**src/rtl/axis_framer.sv**
```systemverilog
// AXI-stream framer: 2-entry skid buffer that tags m_tlast every len beats.
// Optional packet counter output pkt_cnt enabled by `define AXIS_FRAMER_STATS_EN.
module axis_framer #(
  parameter int DW = 8,
  parameter int CW = 16
) (
  input  logic          clk,
  input  logic          rst,
  input  logic [DW-1:0] s_tdata,
  input  logic          s_tvalid,
  output logic          s_tready,
  output logic [DW-1:0] m_tdata,
  output logic          m_tvalid,
  output logic          m_tlast,
  input  logic          m_tready,
  input  logic [DW-1:0] len
`ifdef AXIS_FRAMER_STATS_EN
  ,
  output logic [CW-1:0] pkt_cnt
`endif
);

  typedef enum logic {
    IDLE,
    BODY
  } state_t;

  state_t        state_q;
  logic [DW:0]   bcnt_q;
  logic [DW:0]   len_q;

  logic          main_vld_q, main_vld_d;
  logic [DW-1:0] main_data_q, main_data_d;
  logic          main_last_q, main_last_d;
  logic          sk_vld_q, sk_vld_d;
  logic [DW-1:0] sk_data_q, sk_data_d;
  logic          sk_last_q, sk_last_d;
  logic          rdy_q, rdy_d;

  logic          acc;
  logic          oxfer;
  logic [DW:0]   len_eff;
  logic [DW:0]   cur_len;
  logic          tag_last;

  assign acc   = s_tvalid && rdy_q;
  assign oxfer = main_vld_q && m_tready;

  // len of 0 stands for a full 2^DW-beat packet
  assign len_eff = (len == '0) ? {1'b1, {DW{1'b0}}}
                               : {1'b0, len};

  // a new packet uses the live len; a packet in flight uses the latched one
  assign cur_len  = (state_q == IDLE) ? len_eff : len_q;
  assign tag_last = (bcnt_q == cur_len - (DW+1)'(1));

  // packet FSM: track the beat position of each accepted upstream beat
  always_ff @(posedge clk or negedge rst) begin
    if (!rst) begin
      state_q <= IDLE;
      bcnt_q  <= '0;
      len_q   <= '0;
    end else if (acc) begin
      unique case (state_q)
        IDLE: begin
          len_q <= len_eff;
          if (tag_last) begin
            state_q <= IDLE;
            bcnt_q  <= '0;
          end else begin
            state_q <= BODY;
            bcnt_q  <= (DW+1)'(1);
          end
        end
        BODY: begin
          if (tag_last) begin
            state_q <= IDLE;
            bcnt_q  <= '0;
          end else begin
            bcnt_q  <= bcnt_q + (DW+1)'(1);
          end
        end
        default: begin
          state_q <= IDLE;
          bcnt_q  <= '0;
        end
      endcase
    end
  end

  // skid buffer next state: main refills from skid first, then from input
  always_comb begin
    main_vld_d  = main_vld_q;
    main_data_d = main_data_q;
    main_last_d = main_last_q;
    sk_vld_d    = sk_vld_q;
    sk_data_d   = sk_data_q;
    sk_last_d   = sk_last_q;
    if (!main_vld_q || oxfer) begin
      if (sk_vld_q) begin
        main_vld_d  = 1'b1;
        main_data_d = sk_data_q;
        main_last_d = sk_last_q;
        sk_vld_d    = 1'b0;
      end else begin
        main_vld_d = acc;
        if (acc) begin
          main_data_d = s_tdata;
          main_last_d = tag_last;
        end
      end
    end else if (acc) begin
      sk_vld_d  = 1'b1;
      sk_data_d = s_tdata;
      sk_last_d = tag_last;
    end
    rdy_d = !sk_vld_d;
  end

  // skid buffer registers, ready held low through reset
  always_ff @(posedge clk or negedge rst) begin
    if (!rst) begin
      main_vld_q  <= 1'b0;
      main_data_q <= '0;
      main_last_q <= 1'b0;
      sk_vld_q    <= 1'b0;
      sk_data_q   <= '0;
      sk_last_q   <= 1'b0;
      rdy_q       <= 1'b0;
    end else begin
      main_vld_q  <= main_vld_d;
      main_data_q <= main_data_d;
      main_last_q <= main_last_d;
      sk_vld_q    <= sk_vld_d;
      sk_data_q   <= sk_data_d;
      sk_last_q   <= sk_last_d;
      rdy_q       <= rdy_d;
    end
  end

  assign s_tready = rdy_q;
  assign m_tvalid = main_vld_q;
  assign m_tdata  = main_data_q;
  assign m_tlast  = main_last_q;

`ifdef AXIS_FRAMER_STATS_EN
  logic [CW-1:0] pkt_cnt_q;

  // count packets leaving the block, wrapping naturally
  always_ff @(posedge clk or negedge rst) begin
    if (!rst) begin
      pkt_cnt_q <= '0;
    end else if (oxfer && main_last_q) begin
      pkt_cnt_q <= pkt_cnt_q + CW'(1);
    end
  end

  assign pkt_cnt = pkt_cnt_q;
`else
  // CW only sizes pkt_cnt; nothing to build here
  if (CW < 1) begin : g_no_cw
  end
`endif

endmodule

```
**config.mk**
```make
export PLATFORM = sky130hd
export DESIGN_NAME = axis_framer
export DESIGN_NICKNAME = d
export VERILOG_FILES = /design/src/rtl/axis_framer.sv
export SDC_FILE = /design/constraint.sdc
export NUM_CORES = 1
export LEC_CHECK = 0
export CORE_MARGIN = 5
export CORE_UTILIZATION = 35
export CTS_CLUSTER_DIAMETER = 200
export CTS_CLUSTER_SIZE = 28
export DETAILED_ROUTE_END_ITERATION = 8
export DONT_BUFFER_PORTS = 1
export HOLD_SLACK_MARGIN = 0.05
export PLACE_DENSITY = 0.57
export SYNTH_ARGS = -nofsm -noshare
export SYNTH_HDL_FRONTEND = slang
export SYNTH_SLANG_ARGS = --single-unit
```
**constraint.sdc**
```tcl
create_clock -name clk -period 3.2 [get_ports clk]
set_input_delay 0.64 -clock clk [delete_from_list [all_inputs] [get_ports clk]]
set_output_delay 0.64 -clock clk [all_outputs]
set_load 0.01 [all_outputs]
```
# Yosys cells after proc, flatten, opt, wreduce, memory -nomap -nowiden
# Cells that the tools add are included.
op_classes:
  addsub: 2
  n_eq_ne: 1
  mux: 13
  bitwise_logic: 2
  reduce_logical: 9
op_table:
  columns: ["cell", "count"]
  rows:
  - ["$mux 9", 3]
  - ["$pmux 9 s2", 1]
  - ["$mux 8", 2]
  - ["$add 9x1->9 const B", 1]
  - ["$eq 9x9->1", 1]
  - ["$sub 9x1->9 const B", 1]
  - ["$logic_not 8->1", 1]
  - ["$mux 1", 7]
  - ["$reduce_and 2->1", 2]
  - ["$logic_and 1x1->1", 2]
  - ["$logic_not 1->1", 2]
  - ["$not 1->1", 2]
  - ["$reduce_bool 2->1", 1]
  - ["$logic_or 1x1->1", 1]
totals:
  regBits: 40
  inputBits: 20
  out_inout_bits: 11
  word_cells: 37

# Depth between registers and ports, before layout
# Gate-level depths: netlist of run 1.
logic_depth:
  word_depth: 7
  ltp_mapped: 11
  ltp_nobuf: 8

# Worst setup path before layout of run 1
# OpenSTA, ideal clock, no wires.
synth_path:
  path_kind: "register to register"
  startpoint: "register state_q"
  endpoint: "register bcnt_q[0]"
  setup_time_ns: 0.122
  arrival_time_ns: 2.095
  required_ns: 3.078
  setup_slack_ns: 0.984
  path_stages_with_launch: 12
  path_buffers: 3
  period_less_slack_ns: 2.216
  cell_sequence: "dfrtp_1 > buf_6 > buf_4 > mux2i_1 > ha_1 > o21ai_1 > nor3_1 > a21oi_1 > o32a_1 > and4b_1 > buf_4 > o21ai_1"
synth_between:
  elab_chain_cells: 5
  word_cells_on_any_way: 7
  classes_between: "1 x add/sub; 1 x eq/ne; 4 x mux; 1 x bitwise"
synth_lines:
  columns: ["item", "line", "rtl"]
  rows:
  - ["from (decl)", "28", "state_t state_q;"]
  - ["from (signal assigned)", "60", "state_q <= IDLE;"]
  - ["from (signal assigned)", "68", "state_q <= IDLE;"]
  - ["from (signal assigned)", "71", "state_q <= BODY;"]
  - ["$mux 9", null, null]
  - ["$sub 9x1->9", "55", "assign tag_last = (bcnt_q == cur_len - (DW+1)'(1));"]
  - ["$eq 9x9->1", "55", null]
  - ["$mux 9 or $mux 1 (tied branches)", "76, 67", null]
  - ["$pmux 9 s2 *", "64", "unique case (state_q)"]
  - ["to (signal assigned)", "72", "bcnt_q <= (DW+1)'(1);"]
  - ["to (signal assigned)", "80", "bcnt_q <= bcnt_q + (DW+1)'(1);"]
  - ["to (decl)", "29", "logic [DW:0] bcnt_q;"]
# Every way passes the cells marked *; elsewhere a longest branch is shown, timed or not.
# A chain may end at the register's enable or synchronous reset.

# Final worst setup path of run 1
layout_path:
  startpoint: "register state_q"
  endpoint: "register sk_last_q"
layout_between:
  elab_chain_cells: 3
layout_lines:
  columns: ["item", "line", "rtl"]
  rows:
  - ["$mux 9", null, null]
  - ["$sub 9x1->9", "55", null]
  - ["$eq 9x9->1", "55", null]
  - ["to (signal assigned)", "136", "sk_last_q <= sk_last_d;"]
  - ["to (decl)", "37", "logic sk_last_q, sk_last_d;"]
# Every way passes these cells.

==> qor.yml, run 1 <==
cells_and_area:
  final_area_um2: 2340
  drive_gt1_frac: 0.138
  final_cell_count_no_fill: 292
  area_growth_pct: 9.43
  diodes: 0
  layout.nets: 238
yosys:
  netlist_top_cells_area: "dfrtp_1, mux2i_1, mux2_2"
  yosys_register_bits: 40
  ys_seq_area_frac: 0.469
  syn_nets: 238
  synth_edf_count: 0
  syn_inst: 216
  synthArstFlopShare: 1.00
  synth.most_common_cell: "dfrtp_1"
  yosys_warnings: 0
  synth_cell_types: 32
  synth_area_um2: 2140
  synthFlopType: "dfrtp_1"
  synth_top_area_cell: "dfrtp_1"
  syn_avg_cell_area_um2: 9.89
  synth_commonest_cells: "dfrtp_1, nand2_1, mux2i_1, mux2_2, o21ai_0"
  synth_top_area_frac: 0.469
timing:
  finalCritPeriodShare: 0.745
  finalWorstSetupSlack_ns: 0.817
  final_hold_viol_count: 0
  setup_viol: 0
  maxSlewHeadroom: 0.500
  grt_setup_unrepaired: "no"
  max_freq_mhz: 420
  drv_slew: 0
  period_minus_slack_ns: 2.38
  skew_ns: 0.00583
  worst_pin_slew_ns: 0.748
  setup_tns_ns: 0
global_route:
  grt_overflow: 0
  grt_pass1_wl_um: 7630
  grt_max_degree: 41
  antenna_found_initial: 0
  grt_pass1_vias: 1562
  track_usage: 0.124
drt:
  wl_per_cell_um: 14.9
  dr.pass1.iters: 4
  drc: 0
  wl_um: 4350
  drtAntennaViolNets: 0
  avgViaCountPerCell: 5.22
  vias: 1523
  drtIter0Drc: 51
floorplanning:
  io_pins: 31
  core_area_um2: 5920
  die_area_um2: 7760
  rows: 28
  die_w_um: 88.1
  die_y_um: 88.1
  start_util: 0.361
worst_setup_path:
  cp_max_fo: 12
  max_stage_delay_ns: 0.54
  worstPathRequired_ns: 3.43
  crit_path_end_kind: "register"
  cp_cell_sequence: "mux2i_1 -> ha_1 -> o21ai_1 -> nor3_1 -> a21oi_1 -> o32a_1 -> and4b_1 -> mux2_2"
  slowest_stage: "and4b_1"
  start_kind: "register"
  reg2reg_depth: 8
  arrival_ns: 2.61
  critPathKind: "register to register"
clock_network:
  clock-sinks: 40
  cts_root_buffer: "clkbuf_8"
  cts_resized: 0
  numCtsBuffers: 5
  tritoncts: "built"
  worstSkewPairLatency_ns: 0.29
  h-tree-depth: 2
  path_clk_slew_ns: 0.09
  ctsLongestPathBuffers: 2
placement:
  pre_cts_ws_ns: 0.665
  dp.cells: 283
  gp_congestion: 0.755
  place.port_buffers: 0
  dp_hpwl_um: 3090
  dpl_cell_area_um2: 2200
run_status:
  outcome: "finished clean"
power_and_ir_drop:
  power_density_nw_per_um2: 732
  p_leak_nw: 0.988
  ir_worst_vdd_mv: 0.372
  total_power_mw: 1.71
min_path:
  hp-class: "primary input to asynchronous set/reset pin"
job:
  maxCapViolations: 0
-- worst max-delay path: cells and delay by family, from the launching register on --
kind | cells | cell delay [ns]
multiplexers | 2 | 0.57
adder cells (fa/ha/maj) | 1 | 0.24
AO/OA/AOI/OAI | 3 | 0.36
AND/OR/NAND/NOR | 2 | 0.74
flip-flops | 1 | 0.42
-- repair_timing --
item                                    4_1_cts  5_1_grt
endpoints found under the hold margin        40        0
hold buffers                                  1        0
setup buffers                                 0        0
endpoints found under the setup margin        0        0
-- placed cells by master (no fill, tap or decap), types with 2 or more instances in the layout --
cell type,synthesis,layout
xnor2_1,8,8
xor2_1,6,6
a21oi_1,9,9
buf_4,2,3
mux2i_1,16,16
nor4_1,3,3
nand3_1,8,8
ha_1,2,2
dfrtp_1,40,40
nor2b_1,3,3
a21o_1,2,2
o21ai_1,12,12
nor3_1,9,9
o21ai_0,14,14
and2_1,4,4
clkbuf_8,0,6
nor3b_2,2,2
nor2_1,13,13
nand2_1,28,28
mux2_2,14,14
nand2b_1,3,3
-- layout make-up --
| type | instances | area, um2 |
|---|---|---|
| Fill cell | 592 | 3580 |
| Multi-Input combinational cell | 164 | 1070 |
| Sequential cell | 40 | 1000 |
| Tap cell | 75 | 93.8 |
| Clock buffer | 6 | 82.6 |
| Timing Repair Buffer | 4 | 42.5 |
| Clock inverter | 2 | 38.8 |
| Inverter | 1 | 3.75 |
-- state kept, by name, summed over array words and instances, names as in the netlist --
register	cells
bcnt_q	9
len_q	9
m_tdata	8
m_tlast	1
m_tvalid	1
s_tready	1
sk_data_q	8
sk_last_q	1
sk_vld_q	1
state_q	1
-- where the power goes --
part | total, mW | internal [mW] | switching, mW
Clock | 0.442 | 0.255 | 0.187
Sequential | 0.800 | 0.641 | 0.159
Combinational | 0.470 | 0.247 | 0.223
-- metal layers --
metal  routed length, um  up-vias  GRT usage
li1                    -      751          -
met1                1960      736      0.162
met2                2110       36      0.201
met3                 287        0     0.0433
met4                   0        0     0.0275
met5                   0        -          0
-- final timing paths --
check	startpoint	end	slack, ns
setup / recovery	state_q	sk_last_q	0.82
hold / removal	rst	bcnt_q[8]	0.17
setup reg to reg	state_q	sk_last_q	0.82
hold reg to reg	len_q[6]	len_q[6]	0.49
max in group asynchronous	rst	m_tdata[0]	2.81
min in group clk	len_q[6]	len_q[6]	0.49
-- logic make-up (layout without fill, tap and decap cells) --
group | Yosys count | in the layout | share of synthesized area
adder cells (fa/ha/maj) | 2 | 2 | 0.0117
buffers and inverters | 12 | 13 | 0.0281
XOR/XNOR | 14 | 14 | 0.0574
multiplexers | 30 | 30 | 0.149
AO/OA/AOI/OAI | 40 | 40 | 0.105
flip-flops | 40 | 40 | 0.469
AND/OR/NAND/NOR | 78 | 78 | 0.180
-- stage by stage --
stage | util | hold WS, ns
after floorplan | - | 0.344
after global placement | 0.371 | 0.347
after detailed placement | 0.371 | 0.347
after CTS | 0.395 | 0.187
after global routing | 0.395 | 0.185
final | 0.395 | 0.167
Note: power is estimated with default switching activity, not from simulation.
==> inputs of run 2 (changes only) <==
clock period = 2.3 ns   (was 3.2 ns; I/O delays follow)
==> qor.yml, run 2 (synthesis results as in run 1) <==
run_status:
  outcome: "finished clean"  # unchanged
timing:
  skew_ns: 0.00651  # was 0.00583 ns
  maxSlewHeadroom: 0.631  # was 0.500
  period_minus_slack_ns: 2.15  # was 2.38 ns
  final_hold_viol_count: 0  # unchanged
  setup_tns_ns: 0  # unchanged
  worst_pin_slew_ns: 0.554  # was 0.748 ns
  finalCritPeriodShare: 0.936  # was 0.745
  max_freq_mhz: 465  # was 420 MHz
  setup_viol: 0  # unchanged
  drv_slew: 0  # unchanged
  finalWorstSetupSlack_ns: 0.148  # was 0.817 ns
clock_network:
  worstSkewPairLatency_ns: 0.29  # about the same
  path_clk_slew_ns: 0.09  # about the same
  numCtsBuffers: 5  # unchanged
  cts_setup_buffers: 0  # unchanged
  tritoncts: "built"  # unchanged
  ctsLongestPathBuffers: 2  # unchanged
  cts_root_buffer: "clkbuf_8"  # unchanged
  h-tree-depth: 2  # unchanged
  clock-sinks: 40  # unchanged
global_route:
  grt_use_met1: 0.164  # was 0.162
  antenna_found_initial: 0  # unchanged
  grt_overflow: 0  # unchanged
  busiest_layer: "met2"  # unchanged
  grt_pass1_wl_um: 7490  # was 7630 um
  use_met3: 0.0508  # was 0.0433
  grt_max_degree: 41  # unchanged
  grtUsageMet2: 0.195  # was 0.201
  track_usage: 0.125  # was 0.124
  grt_pass1_vias: 1513  # was 1562
placement:
  dpl_cell_area_um2: 2230  # was 2200 um2
  dp_hpwl_um: 3070  # was 3090 um
  place.port_buffers: 0  # unchanged
  pre_cts_ws_ns: 0.127  # was 0.665 ns
  gp_congestion: 0.804  # was 0.755
cells_and_area:
  mostFrequentLayoutCells: "dfrtp_1, nand2_1, mux2i_1, o21ai_0, mux2_2"  # was dfrtp_1, nand2_1, mux2i_1
  layout_commonest_cell: "dfrtp_1"  # unchanged
  layout.nets: 244  # was 238
  area_growth_pct: 11.1  # was 9.43%
  largestRegisters: "bcnt_q x9, len_q x9"  # unchanged
  final_area_um2: 2370  # was 2340 um2
  nFillCells: 569  # was 592
  drive_gt1_frac: 0.175  # was 0.138
  diodes: 0  # unchanged
worst_setup_path:
  critPathKind: "register to register"  # unchanged
  rr_startpoint: "state_q"  # unchanged
  start_kind: "register"  # unchanged
  crit_path_end_kind: "register"  # unchanged
  worstSetupStartpoint: "state_q"  # unchanged
  cp_max_fo: 9  # was 12
  worstPathRequired_ns: 2.48  # was 3.43 ns
  arrival_ns: 2.33  # was 2.61 ns
drt:
  wl_um: 4370  # was 4350 um
  dr.pass1.iters: 4  # unchanged
  drtIter0Drc: 66  # was 51
  drc: 0  # unchanged
  wl_per_cell_um: 14.7  # was 14.9 um
  avgViaCountPerCell: 5.02  # was 5.22
  drtAntennaViolNets: 0  # unchanged
  vias: 1496  # was 1523
floorplanning:
  core_area_um2: 5920  # unchanged
  io_pins: 31  # unchanged
  die_y_um: 88.1  # unchanged
  die_area_um2: 7760  # unchanged
  start_util: 0.361  # unchanged
  die_w_um: 88.1  # unchanged
  rows: 28  # unchanged
power_and_ir_drop:
  ir_worst_vdd_mv: 0.580  # was 0.372 mV
  p_leak_nw: 0.993  # was 0.988 nW
  power_density_nw_per_um2: 973  # was 732 nW/um2
min_path:
  hp-class: "primary input to register"  # was primary input to asynchronous set/reset pin
  hp-start: "len[7]"
job:
  maxCapViolations: 0  # unchanged
[run 2: cell count changes in the layout (fill, tap and decap cells not counted)]
cell	change
dlygate4sd3_1	+1
mux2i_1	-2
dfrtp_1	-1
mux2i_2	+2
clkinvlp_4	+2
bufinv_16	-1
dfrtp_2	+1
buf_4	+5
o21ai_1	-1
clkinv_4	-1
o21ai_2	+1
[run 2: power breakdown]
| group | internal (mW) | switching (mW) |
|---|---|---|
| sequential | 0.892 | 0.226 |
| combinational | 0.364 | 0.321 |
| clock | 0.243 | 0.263 |
[run 2: final cells by class]
class / instances / area, um2 / area share
repair buffers: 10 / 90.1 / 0.0380
flip-flops and latches: 40 / 1000 / 0.422
clock buffers: 6 / 82.6 / 0.0348
multi-input cells: 164 / 1090 / 0.458
clock inverters: 2 / 15.0 / 0.00633
inverters: 1 / 3.75 / 0.00158
well taps: 75 / 93.8 / 0.0395
[run 2: path summary, 6_finish.rpt]
| check | endpoint | slack (ns) | cells after the start |
|---|---|---|---|
| max | sk_last_q | 0.15 | 9 |
| min | len_q[7] | 0.31 | 1 |
| max reg2reg | sk_last_q | 0.15 | 9 |
| min reg2reg | len_q[8] | 0.50 | 2 |
| max in group asynchronous | bcnt_q[2] | 1.46 | 2 |
| min in group asynchronous | len_q[3] | 0.63 | 2 |
[run 2: metal layers]
layer  up-vias  share of wire
li1        766              -
met1       700           0.47
met2        26           0.45
met3         4          0.072
met4         0         0.0062
met5         -              0
[run 2: critical path: stages (launching register included)]
cell and delay [ns]:
dfrtp_2 0.43, buf_4 0.20, mux2i_1 0.22, xor2_1 0.24, nor3_1 0.08, a21oi_1 0.12
o32a_1 0.14, and4b_1 0.20, buf_4 0.16, mux2_2 0.25
[run 2: repair_timing]
action	in CTS	in global routing
hold endpoints to repair	40	0
hold buffers	2	0
setup endpoints to repair	0	12
gates resized for setup	0	4
[run 2: per-stage QoR]
step,utilization,std cells,power (mW),hold slack [ns]
after floorplan,-,216,1.64,0.164
after global placement,0.377,288,1.78,0.167
after detailed placement,0.377,288,1.79,0.167
after CTS,0.399,298,2.33,0.302
after global routing,0.401,298,2.50,0.296
final,0.401,298,2.31,0.309
